**src/rtl/process_launcher.sv**
```systemverilog
// Arms, delays and then starts NUM_CORES cores, waiting until every core has reported done.
// Optional run watchdog: define PROCESS_LAUNCHER_TIMEOUT_EN to enable the TIMEOUT exit.
module process_launcher #(
  parameter int NUM_CORES      = 3,
  parameter int START_DELAY    = 10,
  parameter int TIMEOUT_CYCLES = 1000,
  parameter int CNT_W          = 16
) (
  input  logic                 fast_clock,
  input  logic                 reset_n,
  input  logic                 arm,
  input  logic                 abort,
  input  logic [NUM_CORES-1:0] core_done,
  output logic                 start_process,
  output logic                 busy,
  output logic                 done,
  output logic                 timeout,
  output logic [CNT_W-1:0]     cycle_count,
  output logic [2:0]           state
);

  typedef enum logic [2:0] {
    S_IDLE    = 3'd0,
    S_DELAY   = 3'd1,
    S_RUN     = 3'd2,
    S_DONE    = 3'd3,
    S_TIMEOUT = 3'd4
  } state_t;

  localparam int DW = (START_DELAY > 1) ? $clog2(START_DELAY) : 1;
  localparam logic [DW-1:0] DLY_LAST = DW'((START_DELAY > 0) ? START_DELAY - 1 : 0);

  state_t               st;
  state_t               st_nx;
  logic [DW-1:0]        dly_cnt;
  logic [NUM_CORES-1:0] core_latch;
  logic [CNT_W-1:0]     cnt_inc;
  logic                 all_done;
  logic                 tmo_hit;
  logic                 launch;

  assign cnt_inc  = (&cycle_count) ? cycle_count : cycle_count + CNT_W'(1);
  assign all_done = &(core_latch | core_done);
  assign launch   = (st == S_IDLE || st == S_DONE || st == S_TIMEOUT) && !abort && arm;
  assign state    = st;

`ifdef PROCESS_LAUNCHER_TIMEOUT_EN
  // Compared against the post-increment count so TIMEOUT lands on the edge the limit is reached.
  assign tmo_hit = (32'(cnt_inc) == 32'(TIMEOUT_CYCLES));
`else
  assign tmo_hit = 1'b0;
  assign timeout = 1'b0;
`endif

  always_comb begin
    st_nx = st;
    unique case (st)
      S_IDLE, S_DONE, S_TIMEOUT: begin
        if (abort)    st_nx = S_IDLE;
        else if (arm) st_nx = (START_DELAY == 0) ? S_RUN : S_DELAY;
      end
      S_DELAY: begin
        if (abort)                    st_nx = S_IDLE;
        else if (dly_cnt == DLY_LAST) st_nx = S_RUN;
      end
      S_RUN: begin
        if (abort)         st_nx = S_IDLE;
        else if (all_done) st_nx = S_DONE;
        else if (tmo_hit)  st_nx = S_TIMEOUT;
      end
      default: st_nx = S_IDLE;
    endcase
  end

  // Flags are registered from the next state so they change on the same edge as the state.
  always_ff @(posedge fast_clock or negedge reset_n) begin
    if (!reset_n) begin
      st            <= S_IDLE;
      start_process <= 1'b0;
      busy          <= 1'b0;
      done          <= 1'b0;
`ifdef PROCESS_LAUNCHER_TIMEOUT_EN
      timeout       <= 1'b0;
`endif
      cycle_count   <= '0;
      core_latch    <= '0;
      dly_cnt       <= '0;
    end else begin
      st            <= st_nx;
      start_process <= (st_nx == S_RUN);
      busy          <= (st_nx == S_DELAY) || (st_nx == S_RUN);
      done          <= (st_nx == S_DONE);
`ifdef PROCESS_LAUNCHER_TIMEOUT_EN
      timeout       <= (st_nx == S_TIMEOUT);
`endif
      if (launch) begin
        cycle_count <= '0;
        core_latch  <= '0;
        dly_cnt     <= '0;
      end else if (st == S_DELAY) begin
        dly_cnt <= dly_cnt + DW'(1);
      end else if (st == S_RUN && !abort) begin
        cycle_count <= cnt_inc;
        core_latch  <= core_latch | core_done;
      end
    end
  end

endmodule

```
**config.mk**
```make
export PLATFORM = sky130hd
export DESIGN_NAME = process_launcher
export DESIGN_NICKNAME = d
export VERILOG_FILES = /design/src/rtl/process_launcher.sv
export SDC_FILE = /design/constraint.sdc
export NUM_CORES = 1
export LEC_CHECK = 0
export ABC_AREA = 1
export BUFFER_PORTS_ARGS = -buffer_cell sky130_fd_sc_hd__buf_2
export CORE_ASPECT_RATIO = 1.25
export CORE_MARGIN = 1
export CORE_UTILIZATION = 49
export DETAILED_ROUTE_END_ITERATION = 12
export PLACE_DENSITY = 0.78
export REMOVE_ABC_BUFFERS = 1
export SYNTH_ARGS = -nofsm -noshare
export SYNTH_HDL_FRONTEND = slang
export SYNTH_SLANG_ARGS = --single-unit
```
**constraint.sdc**
```tcl
create_clock -name fast_clock -period 2.54 [get_ports fast_clock]
set_input_delay 0.127 -clock fast_clock [delete_from_list [all_inputs] [get_ports fast_clock]]
set_output_delay 0.127 -clock fast_clock [all_outputs]
set_load 0.01 [all_outputs]
```
==> metrics.md <==
| Metric | Value |
|---|---|
| CP startpoint kind | flop |
| Die X | 54.2 um |
| CTS Buf Count | 5 |
| DRC errors left | 0 |
| First-pass GRT wire length | 6.03 mm |
| Crit path required time | 2.72 ns |
| # setup viols final | 0 |
| Starting density of the core | 0.518 |
| MaxCap Viol Count | 0 |
| CP endpoint kind | flop |
| Number of global-route vias before repair | 1410 |
| DRT Pass-1 Iters | 4 |
| WS Path Type | flop to flop |
| Clock sinks | 29 |
| PwrDens | 630 nW/um^2 |
| Port bufs | 28 |
| Worst min path class | input port to flop |
| Vias per inst | 5.31 |
| Grt ovf | 0 |
| Min Hold Slack | 0.0485 ns |
| Crit share post-route | 0.717 |
| Critical-path maximum fanout | 17 |
| WP data arrival | 2.00 ns |
| Setup repair bufs after CTS | 0 |
| Row Count | 23 |
| Max rail drop VDD | 0.000553 V |
| Post-route ant nets | 0 |
| RSZ-0062 raised after global routing | no |
| Max-slew violations | 0 |
| Area delta synth->final | 16.3% |
| Net count, final | 262 |
| CTS H-tree lvls | 2 |
| Core area | 3220 sq um |
| YS warnings | 0 |
| Leak | 1.05 nW |
| Via Count | 1541 |
| Synthesized area per cell | 7.59 sq um |
| Slew headroom | 0.573 |
| Synthesized area | 1670 sq um |
| Total Neg Setup Slack | 0 ns |
| Post-synth EDFFs | 0 |
| Min Tclk post-route | 1.82 ns |
| Die Y-Extent | 67.3 um |
| Largest net degree at the start of global routing | 30 |
| I/O pins | 30 |
| Routability cong. | 0.827 |
| Post-synth top flop | dfrtp_1 |
| Clock-pin slew on the worst setup and hold paths | 0.06 ns |
| Clock latency on the worst-skew pair | 0.29 ns |
| Maximum clock path buffer count | 2 |
| CTS tree | done |
| WL per Instance | 12.7 um |
| FF+latch count, synth | 29 |
| Mapped Cells | 220 |
| Worst slack, placed | 0.719 ns |
| Initial drt markers | 52 |
| Die Footprint | 3650 sq um |
| Outcome | finished, final reports clean |
| Initial antenna violation count | 0 |
| Clock Skew | 0.00230 ns |
| Unique masters post-synth | 23 |
| DP HPWL | 2.65 mm |
| Async set-or-reset flop fraction in the synthesized netlist | 1.00 |
| Slew @ Worst Pin | 0.640 ns |
| Setup slack after layout | 0.720 ns |
| CTS Root Cell | clkbuf_8 |
| N_diodes | 0 |
| Total Wirelength | 3.68 mm |
| Fmax | 549 MHz |
| Final Hold Viols | 0 |
| All-Layer GR Usage | 0.236 |
| Sequential area share after synthesis | 0.435 |
| Share of cells above drive strength 1 | 0.206 |
[per-stage QoR]
| stage | std cells | area [sq um] | power [mW] | util |
|---|---|---|---|---|
| finish | 290 | 1940 | 1.22 | 0.602 |
| CTS | 290 | 1940 | 1.23 | 0.602 |
| global route | 290 | 1940 | 1.29 | 0.602 |
| global placement | 281 | 1830 | 0.788 | 0.568 |
| detailed placement | 281 | 1830 | 0.800 | 0.568 |
| floorplan | 215 | 1640 | 0.716 | - |
[cell type report]
type,count,area (sq um)
Timing Repair Buffer,30,158
Tap cell,37,46.3
Clock buffer,7,96.3
Clock inverter,1,5.00
Multi-Input combinational cell,163,825
Inverter,23,86.3
Sequential cell,29,726
Fill cell,311,1280
[worst paths after layout]
path,startpoint,to,slack [ns],depth (start not counted)
setup / recovery,cycle_count[0],cycle_count[12],0.72,9
hold / removal,arm,state[2],0.05,2
setup reg to reg,cycle_count[0],cycle_count[12],0.72,9
hold reg to reg,core_latch[0],core_latch[0],0.51,2
max in group asynchronous,reset_n,core_latch[0],1.73,2
min in group asynchronous,reset_n,cycle_count[3],0.39,2
[critical path, stage by stage (launching register included)]
cell and delay, ns:
dfrtp_1 0.43, ha_1 0.24, nand3_1 0.16, inv_2 0.08
nand2_2 0.11, nor2_4 0.06, nor2_4 0.36, nor2_8 0.11
nand2_1 0.09, nand2_1 0.05
[timing repair]
action | CTS | global route
endpoints found under the hold margin | 29 | 0
resized for setup | 0 | 0
hold buffers | 1 | 0
[cell usage after synthesis (all sizes together), types with 5 or more instances]
cell type	count	share of area
nor2	26	0.082
or2	7	0.026
nand4	18	0.067
nand3	17	0.051
nand2	70	0.16
dfrtp	29	0.43
inv	23	0.052
o21ai	5	0.015
[kinds of logic (layout without fill, tap and decap cells)]
logic type | Yosys count | after routing | synth area share
adder cells (fa/ha/maj) | 3 | 3 | 0.0225
other | 1 | 1 | 0.00225
AND/OR/NAND/NOR | 142 | 142 | 0.397
AO/OA/AOI/OAI | 13 | 13 | 0.0510
XOR/XNOR | 4 | 4 | 0.0210
flip-flops | 29 | 29 | 0.435
buffers and inverters | 28 | 61 | 0.0712
[sequential cells by signal, summed over array words and instances, names as in the netlist]
| name | count |
|---|---|
| dly_cnt | 4 |
| cycle_count | 16 |
| busy | 1 |
| core_latch | 3 |
| start_process | 1 |
| done | 1 |
| state | 3 |
[per-layer routing]
layer	up-vias	track usage	routed length [um]
met2	50	0.402	1870
met1	702	0.252	1490
li1	778	-	-
met4	0	0.125	99
met5	-	0	0
met3	11	0.0743	221
[cells in the final DEF (no fill, tap or decap), drive strengths merged, types with 3 or more instances in the layout]
cell type  instances
nand2             70
o211ai             4
o21bai             4
nor2              26
xor2               4
nand3             17
clkbuf             7
or2                7
inv               23
ha                 3
o21ai              5
buf               29
dfrtp             29
nand4             18
nor3               4
[power by group]
part,internal (mW),total (mW),switching [mW],leakage [nW]
sequential,0.507,0.547,0.0400,0.398
clock,0.244,0.428,0.184,0.0542
combinational,0.0879,0.248,0.160,0.597
total,0.840,1.22,0.383,1.05
Note: power is estimated with default switching activity, not from simulation.
